**src/rtl/pic8259_lite.sv**
```systemverilog
// Simplified 8259-style interrupt controller: edge-latched requests, fully nested
// priority (IRQ0 highest), IMR/EOI/status access over a byte-wide I/O port.
//
//   state   | meaning
//   ST_IDLE | no vector presented; looking for an eligible request
//   ST_REQ  | vector presented to the cpu, held until irq_ack
module pic8259_lite #(
  parameter logic [7:0] VECTOR_BASE = 8'h08,
  parameter logic [7:0] IMR_RESET   = 8'hFF
) (
  input  logic       clock,
  input  logic       reset,
  input  logic [7:0] irq_in,
  input  logic [1:0] io_address,
  input  logic       io_we,
  input  logic [7:0] io_wdata,
  output logic [7:0] io_rdata,
  output logic       irq_signal,
  output logic [7:0] irq_id,
  input  logic       irq_ack
);

  typedef enum logic {ST_IDLE, ST_REQ} state_t;

  state_t     r_state;
  state_t     w_state_next;
  logic [7:0] r_irq_prev;
  logic [7:0] r_irr;
  logic [7:0] r_isr;
  logic [7:0] r_imr;
  logic [2:0] r_n;
  logic [7:0] r_irq_id;
  logic [7:0] r_rdata;

  logic [7:0] w_edge;
  logic [7:0] w_pend;
  logic [3:0] w_pend_low;
  logic [3:0] w_isr_low;
  logic       w_eligible;
  logic       w_load;
  logic       w_take;
  logic       w_eoi;
  logic [7:0] w_take_bit;
  logic [7:0] w_isr_after_eoi;
  logic [7:0] w_irr_next;
  logic [7:0] w_isr_next;

  // Index of the lowest set bit; an all-zero vector reports 8 (below every priority).
  function automatic logic [3:0] lowest_idx(input logic [7:0] v);
    lowest_idx = 4'd8;
    for (int i = 7; i >= 0; i--) begin
      if (v[i]) lowest_idx = i[3:0];
    end
  endfunction

  assign w_edge     = irq_in & ~r_irq_prev;
  assign w_pend     = r_irr & ~r_imr;
  assign w_pend_low = lowest_idx(w_pend);
  assign w_isr_low  = lowest_idx(r_isr);
  assign w_eligible = (w_pend_low < w_isr_low);

  always_comb begin
    w_state_next = r_state;
    w_load       = 1'b0;
    w_take       = 1'b0;
    case (r_state)
      ST_IDLE: begin
        if (w_eligible) begin
          w_state_next = ST_REQ;
          w_load       = 1'b1;
        end
      end
      ST_REQ: begin
        if (irq_ack) begin
          w_state_next = ST_IDLE;
          w_take       = 1'b1;
        end
      end
      default: w_state_next = ST_IDLE;
    endcase
  end

  // EOI acts on the pre-cycle ISR so a bit acknowledged in the same cycle survives.
  assign w_eoi           = io_we && (io_address == 2'd0) && io_wdata[5];
  assign w_take_bit      = w_take ? (8'd1 << r_n) : 8'd0;
  assign w_isr_after_eoi = w_eoi ? (r_isr & ~(r_isr & (~r_isr + 8'd1))) : r_isr;
  assign w_isr_next      = w_isr_after_eoi | w_take_bit;
  assign w_irr_next      = (r_irr & ~w_take_bit) | w_edge;

  always_ff @(posedge clock or posedge reset) begin
    if (reset) begin
      r_state <= ST_IDLE;
    end else begin
      r_state <= w_state_next;
    end
  end

  always_ff @(posedge clock or posedge reset) begin
    if (reset) begin
      r_irq_prev <= 8'h00;
      r_irr      <= 8'h00;
      r_isr      <= 8'h00;
      r_imr      <= IMR_RESET;
      r_n        <= 3'd0;
      r_irq_id   <= 8'h00;
      r_rdata    <= 8'h00;
    end else begin
      r_irq_prev <= irq_in;
      r_irr      <= w_irr_next;
      r_isr      <= w_isr_next;
      if (io_we && (io_address == 2'd1)) r_imr <= io_wdata;
      if (w_load) begin
        r_n      <= w_pend_low[2:0];
        r_irq_id <= VECTOR_BASE + {5'd0, w_pend_low[2:0]};
      end
      case (io_address)
        2'd0:    r_rdata <= r_isr;
        2'd1:    r_rdata <= r_imr;
        2'd2:    r_rdata <= r_irr;
        default: r_rdata <= 8'h00;
      endcase
    end
  end

  assign irq_signal = (r_state == ST_REQ);
  assign irq_id     = r_irq_id;
  assign io_rdata   = r_rdata;

endmodule

```
**config.mk**
```make
export PLATFORM = sky130hd
export DESIGN_NAME = pic8259_lite
export DESIGN_NICKNAME = d
export VERILOG_FILES = /design/src/rtl/pic8259_lite.sv
export SDC_FILE = /design/constraint.sdc
export NUM_CORES = 1
export LEC_CHECK = 0
export BUFFER_PORTS_ARGS = -buffer_cell sky130_fd_sc_hd__buf_2
export CAP_MARGIN = 20
export CORE_ASPECT_RATIO = 0.75
export CORE_MARGIN = 4
export CORE_UTILIZATION = 40
export DETAILED_ROUTE_END_ITERATION = 6
export PLACE_DENSITY = 0.62
export SYNTH_ARGS = -nofsm -noshare
export SYNTH_HDL_FRONTEND = slang
export SYNTH_SLANG_ARGS = --single-unit
```
**constraint.sdc**
```tcl
create_clock -name clock -period 2.8 [get_ports clock]
set_clock_uncertainty 0.1 [all_clocks]
set_input_delay 0.14 -clock clock [delete_from_list [all_inputs] [get_ports clock]]
set_output_delay 0.14 -clock clock [all_outputs]
set_load 0.05 [all_outputs]
```
==> flow_summary.html <==
<table>
<tr><th>Metric</th><th>Value</th></tr>
<tr><th colspan="2">Run status</th></tr>
<tr><td>Result of the run</td><td>finished clean</td></tr>
<tr><th colspan="2">Pwr</th></tr>
<tr><td>Switching component of the power</td><td>865 uW</td></tr>
<tr><td>Flop pwr share</td><td>45.4%</td></tr>
<tr><td>Peak VDD IR</td><td>0.449 mV</td></tr>
<tr><td>Leakage power total</td><td>0.00126 uW</td></tr>
<tr><td>Part of the total power dissipated in the clock network</td><td>18.3%</td></tr>
<tr><td>Proportion of power drawn by combinational gates</td><td>36.2%</td></tr>
<tr><td>PD cells</td><td>840 nW/um2</td></tr>
<tr><td>Power after layout</td><td>2180 uW</td></tr>
<tr><td>Switching portion of total power</td><td>39.7%</td></tr>
<tr><td>Internal power</td><td>1310 uW</td></tr>
<tr><th colspan="2">CTS</th></tr>
<tr><td>Number of buffers inserted during clock tree synthesis</td><td>5</td></tr>
<tr><td>Skew-Pair Late Insertion Delay</td><td>0.29 ns</td></tr>
<tr><td>Sinks on Clock Net</td><td>45</td></tr>
<tr><td>Post-CTS setup repair buffer count</td><td>0</td></tr>
<tr><td>CTS root buf</td><td>clkbuf_8</td></tr>
<tr><td>Post-CTS clock slew at the launch and capture registers of the worst setup and hold paths</td><td>0.08 ns</td></tr>
<tr><td>Clock tree from TritonCTS</td><td>yes</td></tr>
<tr><td>Buffer depth of the longest clock path</td><td>2</td></tr>
<tr><td>Max H-tree Level</td><td>2</td></tr>
<tr><th colspan="2">Synthesis</th></tr>
<tr><td>Netlist cell types</td><td>36</td></tr>
<tr><td>Most used flip-flop cell after synthesis</td><td>dfrtp_1</td></tr>
<tr><td>Area share of the leading cell type in the synthesized netlist</td><td>44.8%</td></tr>
<tr><td>Proportion of synthesized chip area in sequential cells</td><td>55.0%</td></tr>
<tr><td>Leading cell type by number of instances after synthesis</td><td>nand2_1</td></tr>
<tr><td>Count of flip-flops with a built-in enable after synthesis</td><td>0</td></tr>
<tr><td>Dominant cells by area after synthesis</td><td>dfrtp_1, dfstp_2, nand2_1, mux2_2, o21ai_0</td></tr>
<tr><td>Mean Syn Cell Area</td><td>10.2 um2</td></tr>
<tr><td>Warnings, synthesis</td><td>0</td></tr>
<tr><td>Top cell types by occurrence after synthesis</td><td>nand2_1, dfrtp_1, o21ai_0</td></tr>
<tr><td>Number of instances in the synthesized netlist</td><td>202</td></tr>
<tr><td>Post-synth ARST share</td><td>100%</td></tr>
<tr><td>Cell taking the most area after synthesis</td><td>dfrtp_1</td></tr>
<tr><td>Flops &amp; latches, synth</td><td>45</td></tr>
<tr><td>Post-Synthesis Cell Area</td><td>2070 um2</td></tr>
<tr><th colspan="2">Finish</th></tr>
<tr><td>Area taken by multi-input logic gates</td><td>847 um2</td></tr>
<tr><td>Area grow syn2layout</td><td>25.4%</td></tr>
<tr><td>Area used by sequential logic in the layout</td><td>1140 um2</td></tr>
<tr><td>Filler cell count</td><td>474</td></tr>
<tr><td>Final net count</td><td>286</td></tr>
<tr><td>Total inserted antenna cells</td><td>0</td></tr>
<tr><td>Core utilization of the finished layout</td><td>52.3%</td></tr>
<tr><td>Share of layout cells above drive strength 1</td><td>26.4%</td></tr>
<tr><th colspan="2">STA</th></tr>
<tr><td>Setup total negative slack</td><td>0 ns</td></tr>
<tr><td>Post-route minimum period</td><td>2.59 ns</td></tr>
<tr><td>Total setup violations reported at the end of the flow</td><td>0</td></tr>
<tr><td>Number of hold violations in the final report</td><td>0</td></tr>
<tr><td>Period utilisation layout</td><td>92.7%</td></tr>
<tr><td>Setup repair after global routing missed its margin</td><td>false</td></tr>
<tr><td>Pins over their slew limit</td><td>0</td></tr>
<tr><td>Highest clock rate</td><td>385 MHz</td></tr>
<tr><th colspan="2">Floorplanning</th></tr>
<tr><td>Die height</td><td>70.3 um</td></tr>
<tr><td>Starting density of the core</td><td>41.7%</td></tr>
<tr><td>Horizontal die dimension</td><td>91.0 um</td></tr>
<tr><td>IO Pins</td><td>39</td></tr>
<tr><td>CORE AREA</td><td>4950 um2</td></tr>
<tr><td>FP Rows</td><td>22</td></tr>
<tr><td>Area of the die</td><td>6390 um2</td></tr>
<tr><th colspan="2">GRT</th></tr>
<tr><td>Wire length of the first global-routing pass</td><td>7800 um</td></tr>
<tr><td>Vias in the first global route</td><td>1607</td></tr>
<tr><td>Number of antenna violations at the first check in global routing</td><td>0</td></tr>
<tr><td>Global Route Usage Sum</td><td>15.4%</td></tr>
<tr><td>GRT Residual Overflow</td><td>0</td></tr>
<tr><td>Maximum number of pins on one net before global-route repair</td><td>28</td></tr>
<tr><th colspan="2">Route</th></tr>
<tr><td>Drt via density</td><td>4.92</td></tr>
<tr><td>Remaining antenna violation count after routing</td><td>0</td></tr>
<tr><td>DR pass1 iterations</td><td>4</td></tr>
<tr><td>Total wirelength of the detailed-routed design</td><td>4470 um</td></tr>
<tr><td>Number of design-rule violations left by the first detailed-router iteration</td><td>51</td></tr>
<tr><td>Overall via count from detail_route</td><td>1579</td></tr>
<tr><td>Residual DRC count</td><td>0</td></tr>
<tr><td>Routed len/inst</td><td>13.9 um</td></tr>
<tr><th colspan="2">Place</th></tr>
<tr><td>Buffers on Ports</td><td>34</td></tr>
<tr><td>Gpl congestion</td><td>0.822</td></tr>
<tr><td>HPWL after detailed placement</td><td>3390 um</td></tr>
<tr><th colspan="2">Flow run</th></tr>
<tr><td>Maximum Capacitance Violations</td><td>0</td></tr>
<tr><th colspan="2">Critical path</th></tr>
<tr><td>Required time reported for the critical path endpoint</td><td>2.88 ns</td></tr>
<tr><td>Element type at the critical path start</td><td>flip-flop</td></tr>
<tr><td>Crit-path max FO</td><td>3</td></tr>
<tr><td>Type of destination of the critical path</td><td>flip-flop</td></tr>
<tr><td>CP arrival</td><td>2.68 ns</td></tr>
<tr><td>Category of the most critical setup path</td><td>flip-flop to flip-flop</td></tr>
<tr><th colspan="2">Min path</th></tr>
<tr><td>Worst hold-check path type</td><td>input pin to flip-flop</td></tr>
</table>
## per-layer routing
metal / track usage, % / up-vias / share of wire (%)
met5: 0 / - / 0
met4: 4.01 / 0 / 0.81
met3: 3.77 / 4 / 6.4
met2: 21.3 / 45 / 40
met1: 23.6 / 743 / 52
li1: - / 787 / -
## cells in the final DEF, fill, tap and decap left out, types with 2 or more instances in the layout
cell type and instances:
nand2b_1 6, nor2b_1 6, mux2_2 10, nor2_1 9
ha_1 3, buf_2 34, nand2_1 42, inv_1 15
buf_4 4, nor4_1 2, conb_1 4, o21ai_0 20
a21oi_1 4, clkbuf_8 6, mux2i_1 8, dfrtp_1 37
dlygate4sd3_1 16, dfstp_2 8, o21ai_2 2, nand3_1 4
## cell families after synthesis
group	share of synthesized area (%)
fa+ha+maj	1.82
simple gates	18.9
buf+inv	5.08
compound gates	9.75
mux	9.32
other cells	0.181
flops	55.0
## flip-flops by register name, indices dropped and copies added (netlist names)
register    flops
r_irq_prev      8
r_n             2
io_rdata        8
irq_signal      1
irq_id          2
r_irr           8
r_isr           8
r_imr           8
## power by group through the flow
stage                     clock [uW]  sequential (uW)  combinational, uW
after floorplan                    0             1130                392
after global placement             0              993                744
after detailed placement           0              999                749
after CTS                        418              987                777
after global routing             442             1020                869
final                            399              989                789
## stage by stage
stage | hold WS [ns] | area [um2] | setup WS (ns) | std cells
final | 0.0426 | 2590 | 0.205 | 321
after global routing | 0.0539 | 2590 | 0.0614 | 321
after CTS | 0.0315 | 2560 | 0.0926 | 320
after detailed placement | 0.162 | 2310 | 0.0268 | 297
after global placement | 0.161 | 2310 | 0.0618 | 297
after floorplan | 0.0714 | 2080 | 0.215 | 205
## repair_timing
| item | 4_1_cts | 5_1_grt |
|---|---|---|
| hold buffers | 16 | 0 |
| setup endpoints to repair | 2 | 2 |
| hold endpoints to repair | 46 | 0 |
| gates resized for setup | 1 | 2 |
## final timing paths
kind                          startpoint    endpoint  slack [ns]  cells after the start
min reg2reg                r_irq_prev[3]    r_irr[3]        0.32                      1
max in group asynchronous          reset    r_imr[2]        1.91                      4
max reg2reg                     r_imr[4]      r_n[1]        0.21                     10
min                              irq_ack  irq_signal        0.04                      3
max                             r_imr[4]      r_n[1]        0.21                     10
min in group asynchronous          reset    r_irr[4]        0.16                      3
## layout make-up
type                    instances  area share (%)
repair buffers                 55            15.0
flip-flops and latches         45            43.8
well taps                      60            2.90
multi-input cells             138            32.7
inverters                      16            2.32
clock buffers                   7            3.33
## worst max-delay path, stage by stage (launching register included)
cell and delay [ns]:
dfstp_2 0.54, nand2b_1 0.11, nor2b_1 0.20, nand2_1 0.09
a221oi_2 0.29, ha_1 0.27, o21a_1 0.16, o21ai_1 0.15
nand2_1 0.10, o21ai_2 0.10, mux2_2 0.35
Note: power is estimated with default switching activity, not from simulation.
